## src/rtl/conv_pass_sched.sv

```systemverilog
// Layer scheduler for the 3x3 PE-array convolution datapath.
// Runs CO x CI passes (co outer, ci inner). Each pass loads one kernel word,
// pulses start_conv, streams one IFM_SIZE x IFM_SIZE channel and then waits
// for end_conv, with a timeout that aborts the layer and raises a sticky err.
module conv_pass_sched #(
  parameter int IFM_SIZE    = 9,
  parameter int KERNEL_SIZE = 3,
  parameter int CI          = 3,
  parameter int CO          = 4,
  parameter int TIMEOUT     = 1024
) (
  input  logic                                  clk,
  input  logic                                  rst_n,
  input  logic                                  start,
  input  logic                                  wgt_valid,
  output logic                                  wgt_ready,
  output logic                                  set_wgt,
  input  logic                                  ifm_valid,
  output logic                                  ifm_ready,
  output logic                                  set_ifm,
  output logic                                  start_conv,
  input  logic                                  end_conv,
  output logic                                  acc_en,
  output logic                                  last_ci,
  output logic [((CI > 1) ? $clog2(CI) : 1)-1:0] ci_idx,
  output logic [((CO > 1) ? $clog2(CO) : 1)-1:0] co_idx,
  output logic                                  busy,
  output logic                                  done,
  output logic                                  err
);

  localparam int CIW  = (CI > 1) ? $clog2(CI) : 1;
  localparam int COW  = (CO > 1) ? $clog2(CO) : 1;
  localparam int NPIX = IFM_SIZE * IFM_SIZE;
  localparam int PW   = (NPIX > 1) ? $clog2(NPIX + 1) : 1;
  localparam int TW   = (TIMEOUT > 1) ? $clog2(TIMEOUT) : 1;

  localparam logic [PW-1:0]  PIX_LAST = PW'(NPIX - 1);
  localparam logic [TW-1:0]  TMO_LAST = TW'(TIMEOUT - 1);
  localparam logic [CIW-1:0] CI_LAST  = CIW'(CI - 1);
  localparam logic [COW-1:0] CO_LAST  = COW'(CO - 1);

  // The kernel size only shapes the datapath; here it is just sanity-checked.
  if (KERNEL_SIZE < 1 || IFM_SIZE < 1 || CI < 1 || CO < 1 || TIMEOUT < 1) begin : g_param_chk
    $error("conv_pass_sched: all size parameters must be at least 1");
  end

  typedef enum logic [2:0] {
    S_IDLE, S_LOAD_WGT, S_START, S_STREAM, S_WAIT_END, S_NEXT, S_DONE
  } state_t;

  state_t         r_state;
  logic [PW-1:0]  r_pix_cnt;
  logic [TW-1:0]  r_tmo_cnt;
  logic           r_end_flag;
  logic [CIW-1:0] r_ci;
  logic [COW-1:0] r_co;
  logic           r_acc_en;
  logic           r_last_ci;
  logic           r_wgt_ready;
  logic           r_ifm_ready;
  logic           r_start_conv;
  logic           r_busy;
  logic           r_done;
  logic           r_err;
  logic [CIW-1:0] w_ci_inc;

  assign w_ci_inc   = r_ci + CIW'(1);

  assign wgt_ready  = r_wgt_ready;
  assign set_wgt    = wgt_valid & r_wgt_ready;
  assign ifm_ready  = r_ifm_ready;
  assign set_ifm    = ifm_valid & r_ifm_ready;
  assign start_conv = r_start_conv;
  assign acc_en     = r_acc_en;
  assign last_ci    = r_last_ci;
  assign ci_idx     = r_ci;
  assign co_idx     = r_co;
  assign busy       = r_busy;
  assign done       = r_done;
  assign err        = r_err;

  // Pass sequencer: state, counters and all registered handshake/status outputs.
  always_ff @(posedge clk or negedge rst_n) begin
    if (!rst_n) begin
      r_state      <= S_IDLE;
      r_pix_cnt    <= '0;
      r_tmo_cnt    <= '0;
      r_end_flag   <= 1'b0;
      r_ci         <= '0;
      r_co         <= '0;
      r_acc_en     <= 1'b0;
      r_last_ci    <= 1'b0;
      r_wgt_ready  <= 1'b0;
      r_ifm_ready  <= 1'b0;
      r_start_conv <= 1'b0;
      r_busy       <= 1'b0;
      r_done       <= 1'b0;
      r_err        <= 1'b0;
    end else begin
      r_start_conv <= 1'b0;
      r_done       <= 1'b0;
      case (r_state)
        S_IDLE: begin
          if (start) begin
            r_ci        <= '0;
            r_co        <= '0;
            r_acc_en    <= 1'b0;
            r_last_ci   <= (CI == 1);
            r_err       <= 1'b0;
            r_busy      <= 1'b1;
            r_wgt_ready <= 1'b1;
            r_state     <= S_LOAD_WGT;
          end
        end
        S_LOAD_WGT: begin
          if (wgt_valid) begin
            r_wgt_ready  <= 1'b0;
            r_start_conv <= 1'b1;
            r_state      <= S_START;
          end
        end
        S_START: begin
          r_pix_cnt   <= '0;
          r_end_flag  <= 1'b0;
          r_ifm_ready <= 1'b1;
          r_state     <= S_STREAM;
        end
        S_STREAM: begin
          // An early end_conv must not be lost while pixels are still flowing.
          if (end_conv) r_end_flag <= 1'b1;
          if (ifm_valid) begin
            r_pix_cnt <= r_pix_cnt + PW'(1);
            if (r_pix_cnt == PIX_LAST) begin
              r_ifm_ready <= 1'b0;
              r_tmo_cnt   <= '0;
              r_state     <= S_WAIT_END;
            end
          end
        end
        S_WAIT_END: begin
          if (end_conv || r_end_flag) begin
            r_state <= S_NEXT;
          end else if (r_tmo_cnt == TMO_LAST) begin
            r_err   <= 1'b1;
            r_busy  <= 1'b0;
            r_state <= S_IDLE;
          end else begin
            r_tmo_cnt <= r_tmo_cnt + TW'(1);
          end
        end
        S_NEXT: begin
          if (r_ci != CI_LAST) begin
            r_ci        <= w_ci_inc;
            r_acc_en    <= 1'b1;
            r_last_ci   <= (w_ci_inc == CI_LAST);
            r_wgt_ready <= 1'b1;
            r_state     <= S_LOAD_WGT;
          end else if (r_co != CO_LAST) begin
            r_ci        <= '0;
            r_co        <= r_co + COW'(1);
            r_acc_en    <= 1'b0;
            r_last_ci   <= (CI == 1);
            r_wgt_ready <= 1'b1;
            r_state     <= S_LOAD_WGT;
          end else begin
            r_done  <= 1'b1;
            r_state <= S_DONE;
          end
        end
        S_DONE: begin
          r_busy  <= 1'b0;
          r_state <= S_IDLE;
        end
        default: r_state <= S_IDLE;
      endcase
    end
  end

endmodule
```

## config.mk

```make
export PLATFORM = sky130hd
export DESIGN_NAME = conv_pass_sched
export DESIGN_NICKNAME = d
export VERILOG_FILES = /design/src/rtl/conv_pass_sched.sv
export SDC_FILE = /design/constraint.sdc
export NUM_CORES = 1
export LEC_CHECK = 0
export CAP_MARGIN = 40
export CORE_MARGIN = 4
export CORE_UTILIZATION = 60
export DETAILED_ROUTE_END_ITERATION = 8
export PLACE_DENSITY = 0.84
export SLEW_MARGIN = 20
export SYNTH_ARGS = -nofsm -noshare
export SYNTH_HDL_FRONTEND = slang
export SYNTH_SLANG_ARGS = --single-unit
```

## constraint.sdc

```tcl
create_clock -name clk -period 3.11 [get_ports clk]
set_input_delay 0.4665 -clock clk [delete_from_list [all_inputs] [get_ports clk]]
set_output_delay 0.4665 -clock clk [all_outputs]
set_load 0.02 [all_outputs]
```

==> metrics.md <==
| Metric | Value |
|---|---|
| Status | `finished clean` |
| CTS Buffer Depth | `2` |
| Post-route ant nets | `0` |
| Highest Clock Rate | `0.416 GHz` |
| Post-CTS setup repair buffer count | `0` |
| Worst IR Drop VDD | `0.336 mV` |
| Post-CTS Hold Fix Bufs | `0` |
| CTS tree | `built` |
| Vias in the first global route | `1,533` |
| Simple-gate portion of the synthesized area | `25.5%` |
| Path depth of the worst reg2reg path | `4` |
| Asr flop ratio synth | `100%` |
| Number of buffers inserted by port buffering | `19` |
| WS Path Type | `input port to output pin` |
| Number of H-tree levels | `2` |
| P&R area growth vs syn | `13.3%` |
| Num CTS Buffers | `5` |
| Worst skew pair latency | `340 ps` |
| DR vias | `1,551` |
| Post-Synth Adder-Cell Area | `2.73%` |
| Hold endpoint | `err` |
| Setup-failing EPs final | `0` |
| Synth cell count leaders | `dfrtp_1, nand2_1, inv_1, nor2_1, a31oi_1` |
| Syn_area_per_cell | `9.30 sq um` |
| Sequential area share after synthesis | `43.7%` |
| Hold_sp | `err` |
| Initial Utilization | `64.8%` |
| Vias per inst | `6.36` |
| Wirelength per Cell | `16.4 um` |
| CORE AREA | `2830 sq um` |
| Crit. End Element | `output pin` |
| Proportion of layout cells with a drive suffix above 1 | `8.92%` |
| Nets | `223` |
| Die height | `63.3 um` |
| Period Utilization, post-route | `77.4%` |
| Layout Cells excl Fill | `244` |
| Worst R2R Start | `r_state[0]` |
| Sequential Area | `801 sq um` |
| Rel. slew slack | `54.4%` |
| PD cells | `512 nW/um^2` |
| Final Hold Fails | `0` |
| CP startpoint | `ifm_valid` |
| Mux cell area share after synthesis | `2.25%` |
| Final clock skew | `8.22 ps` |
| # clock sinks | `32` |
| Syn_nets | `207` |
| Post-synthesis cell count | `197` |
| Synth warnings | `0` |
| Total Routing Usage GR | `22.0%` |
| Final wirelength | `4000 um` |
| Cell variety after synth | `52` |
| Diode count | `0` |
| Hold Path Depth | `2` |
| First-pass GRT wire length | `6980 um` |
| Worst Path Arrival | `1940 ps` |
| Chip width | `63.3 um` |
| DRT iter0 DRCs | `79` |
| Fill count | `208` |
| Least-Margin Pin Slew | `681 ps` |
| R2R setup slack | `900 ps` |
| Remaining DRCs | `0` |
| Final Slew Violations | `0` |
| Synth top area share | `43.7%` |
| Congestion Overflow GR | `0` |
| Synth Flop Type | `dfrtp_1` |
| Maxcap violations | `0` |
| Cell taking the most area after synthesis | `dfrtp_1` |
| CP startpoint kind | `input port` |
| Largest net degree at the start of global routing | `33` |
| Worst Path Required | `2640 ps` |
| Ports | `20` |
| Unrepaired setup endpoints after global routing | `false` |
| Root Buffer | `clkbuf_4` |
| Post-CTS resize count | `0` |
| Die area | `4000 sq um` |
| Post-synth EDFFs | `0` |
| Post-synthesis cell area | `1830 sq um` |
| Multi-input logic area | `927 sq um` |
| Area contributors post-synth | `dfrtp_1, nand2_1, a31oi_1` |
| Reg-to-Reg End | `r_state[0]` |
| Synth Area in Compound Gates | `19.1%` |
| Cell with the most instances after synthesis | `dfrtp_1` |
| TNS Setup | `0 ps` |
| Leakage power | `0.909 nW` |
| Period minus WS final | `2410 ps` |
| Initial antenna violation count | `0` |
| Dpl hpwl | `2940 um` |
| Synth Register Bits | `32` |
| Max FO, Critical Path | `10` |
| Drt pass-1 iters | `4` |
| Post-Synth XOR/XNOR Area | `0.956%` |
| Largest family of logic cells by synthesized area | `simple AND/OR/NAND/NOR gates` |
| Placer Congestion | `0.862` |
| Hold crit path type | `register to register` |
| CTS clock-pin slew for the worst setup and hold paths | `100 ps` |
| Placed Cells | `237` |
| Cell row count | `19` |
routing by layer:
metal  share of wire (%)  vias to the layer above  global-route usage [%]
li1                    -                      754                       -
met5                   0                        -                       0
met1                  44                      737                    26.7
met2                  50                       49                    35.8
met4                 2.3                        0                    11.1
met3                 4.2                       11                    6.22
cells in the final DEF (no fill, tap or decap), types with 2 or more instances in the layout:
master,synthesis,layout
a21o_1,2,2
a21oi_1,5,5
a22o_1,3,3
a31oi_1,11,11
a32o_1,2,2
and2_1,2,2
and3_1,4,4
and4_1,2,2
clkbuf_4,0,5
clkbuf_8,0,2
clkdlybuf4s50_1,0,19
dfrtp_1,32,32
ha_1,4,4
inv_1,12,12
mux2i_1,3,3
nand2_1,23,23
nand2b_1,5,5
nand3_1,7,7
nand3b_1,2,2
nand4_1,4,4
nor2_1,12,12
nor2b_1,2,2
nor3_1,3,3
nor4_1,4,4
o211ai_1,3,3
o21ai_0,10,10
o22ai_1,2,2
o31ai_1,3,3
or2_2,2,2
xnor2_1,2,2
how the worst max path moves through the flow:
stage              endpoint  cells past startpoint
2_1_floorplan  r_tmo_cnt[1]                      6
3_3_place_gp        set_ifm                      3
3_5_place_dp        set_ifm                      3
4_1_cts             set_ifm                      3
5_1_grt             set_ifm                      3
6_report            set_ifm                      3
report_power, final:
group          internal, mW  leakage (nW)  total, mW  switching (mW)
logic                 0.114         0.486      0.231           0.118
clock network         0.128        0.0374      0.269           0.141
registers             0.474         0.385      0.561          0.0870
total                 0.716         0.909       1.06           0.346
sequential cells by signal, summed over array words and instances, names as in the netlist:
| register | flops |
|---|---|
| acc_en | 1 |
| busy | 1 |
| ci_idx | 1 |
| co_idx | 2 |
| done | 1 |
| err | 1 |
| ifm_ready | 1 |
| last_ci | 1 |
| r_end_flag | 1 |
| r_pix_cnt | 7 |
| r_state | 3 |
| r_tmo_cnt | 10 |
| start_conv | 1 |
| wgt_ready | 1 |
worst max-delay path, stage by stage:
cell             delay, ps
clkdlybuf4s50_1        670
and2_2                 210
clkdlybuf4s50_1        590
per-stage QoR:
step	area [sq um]	util, %	setup WS, ps	hold slack (ps)	total power, mW
after floorplan	1830	-	1450	171	0.706
after global placement	2010	71.0	737	459	0.781
after detailed placement	2010	71.0	705	489	0.799
after CTS	2070	73.3	705	513	1.07
after global routing	2070	73.3	651	532	1.13
final	2070	73.3	703	512	1.06
final cells by class:
cell class,count,area share [%]
timing repair buffer,20,9.53
multi-input combinational,142,44.7
tap,31,1.87
clock buffer,7,3.14
inverter,12,2.17
sequential,32,38.6
logic make-up (layout without fill, tap and decap cells):
logic type / Yosys count / after routing
compound gates: 50 / 50
mux: 4 / 4
flops: 32 / 32
xor+xnor: 2 / 2
fa+ha+maj: 4 / 4
simple gates: 82 / 82
buf+inv: 23 / 39
Note: power is estimated with default switching activity, not from simulation.
==> edit (same settings) <==
Set the parameter `CO` to 8 (it was 4).
--- a/src/rtl/conv_pass_sched.sv
+++ b/src/rtl/conv_pass_sched.sv
@@ -6,7 +6,7 @@
   parameter int IFM_SIZE    = 9,
   parameter int KERNEL_SIZE = 3,
   parameter int CI          = 3,
-  parameter int CO          = 4,
+  parameter int CO          = 8,
   parameter int TIMEOUT     = 1024
 ) (
   input  logic                                  clk,
Interface: changed (resized co_idx); port bits go from 20 to 21. No check against the original RTL was run, so the function may have changed too.
==> edit against the original RTL <==
  * Design area rose by 3.8%
  * Die area grew 1.1%
  * Wire length is 4.0% higher
  * Setup slack improved by 0.20 ns
  * Non-clock buffer count rose by 2
  * Utilization rose by 2.2 points
  * Synthesized area is 1.3% higher
  * Sequential cell count increased by 1
Power is not compared: it rests on default switching activity, and its combinational part moved more than twofold at a synthesized area within 25%.
==> edit: results <==
{
  "synth-seq-area-share_pct": 44.5,
  "viasPerCell": 6.33,
  "fmax_mhz": 452,
  "finalInstanceArea_mm2": 0.00215,
  "dp_slack_ns": 0.799,
  "arrival_ns": 1.74,
  "io_buffers": 20,
  "synth_top_family_by_area": "compound AO/OA/AOI/OAI gates",
  "maxCapViolCount": 0,
  "grt_pass1_vias": 1558,
  "synthCells": 201,
  "synth_xor_area_share_pct": 0.944,
  "synthMuxAreaShare_pct": 0.539,
  "hold_slack_ns": 0.502,
  "endpoint": "set_ifm",
  "h-tree-depth": 2,
  "synth_fa_ha_area_share_pct": 3.37,
  "r2r_end": "r_tmo_cnt[5]$_DFFE_PN0P_",
  "grt_usage_pct": 22.9,
  "worstRegToRegCells": 4,
  "hold_path.class": "in -> async",
  "dpl_cell_area_mm2": 0.00206,
  "grt_max_degree": 34,
  "antenna_found_initial": 0,
  "drive_above_1_share_pct": 8.04,
  "cts_buffer_depth": 2,
  "crit_start": "ifm_valid",
  "root_buffer": "clkbuf_4",
  "cts_repair_resize_count": 0,
  "end_kind": "output pin",
  "dr.pass1.iters": 4,
  "leakagePower_nw": 0.918,
  "fin_cells": 255,
  "synth.yosys.warnings": 0,
  "insertedDiodeCount": 0,
  "post-cts-setup-buffers": 0,
  "r2r_setup_slack_ns": 1.04,
  "critical_path.max_stage_delay_ns": 0.59,
  "holdBufCountCts": 0,
  "synth_compound_area_share_pct": 22.9,
  "reg.largest.list": "r_tmo_cnt x10, r_pix_cnt x7",
  "hpwl_mm": 2.89,
  "synth_cell_type_count": 50,
  "grt_pass1_wl_mm": 7.28,
  "ant_nets": 0,
  "cts_buffers": 5,
  "fin_skew_ns": 0.0148,
  "post-place-cells": 246,
  "netlist_top_cells_count": "dfrtp_1, o21ai_0, nor2_1",
  "worstPathMaxFanout": 6,
  "tightest_slew_ns": 0.606,
  "wl_per_cell_um": 16.3,
  "place_congestion": 0.889,
  "synth_async_sr_flop_share_pct": 100,
  "first_iter_violations": 82,
  "rr_startpoint": "r_state[0]$_DFFE_PN0P_",
  "syn_nets": 212,
  "ys_top_cells_by_area": "dfrtp_1, o21ai_0, ha_1",
  "nets": 234,
  "status": "completed"
}
==> edit: per-layer routing <==
metal / track usage, % / up-vias / wire (µm)
met3: 7.10 / 9 / 191
met4: 6.20 / 0 / 66
met5: 0 / - / 0
met1: 28.3 / 783 / 1760
met2: 38.6 / 47 / 2140
li1: - / 774 / -
==> edit: final cells by class <==
| cell class | instances | area, µm² |
|---|---|---|
| clock buffer | 7 | 55.1 |
| multi-input combinational | 147 | 940 |
| timing repair buffer | 22 | 211 |
| tap | 31 | 38.8 |
| clock inverter | 1 | 30.0 |
| inverter | 14 | 52.6 |
| fill | 204 | 699 |
| sequential | 33 | 826 |
==> edit: worst min path at each step <==
stage,startpoint,endpoint
3_5_place_dp,r_tmo_cnt[8]$_DFFE_PN0P_,r_tmo_cnt[8]$_DFFE_PN0P_
4_1_cts,rst_n,r_state[0]$_DFFE_PN0P_
6_report,rst_n,r_state[0]$_DFFE_PN0P_
3_3_place_gp,r_tmo_cnt[8]$_DFFE_PN0P_,r_tmo_cnt[8]$_DFFE_PN0P_
5_1_grt,rst_n,r_pix_cnt[2]$_DFFE_PN0P_
2_1_floorplan,rst_n,acc_en$_DFFE_PN0P_
==> edit: where the power goes <==
part / internal [mW] / switching [mW]
combinational: 0.277 / 0.330
clock: 0.192 / 0.154
sequential: 0.548 / 0.184
==> edit: critical path: cells and delay by family <==
family	cells	cell delay, ns
buffers and inverters	2	1.13
and+or+nand+nor	1	0.14
==> edit: cells by family after synthesis <==
group	count (synthesis)
buffers and inverters	21
multiplexers	1
flip-flops	33
AO/OA/AOI/OAI	62
XOR/XNOR	2
adder cells (fa/ha/maj)	5
AND/OR/NAND/NOR	77
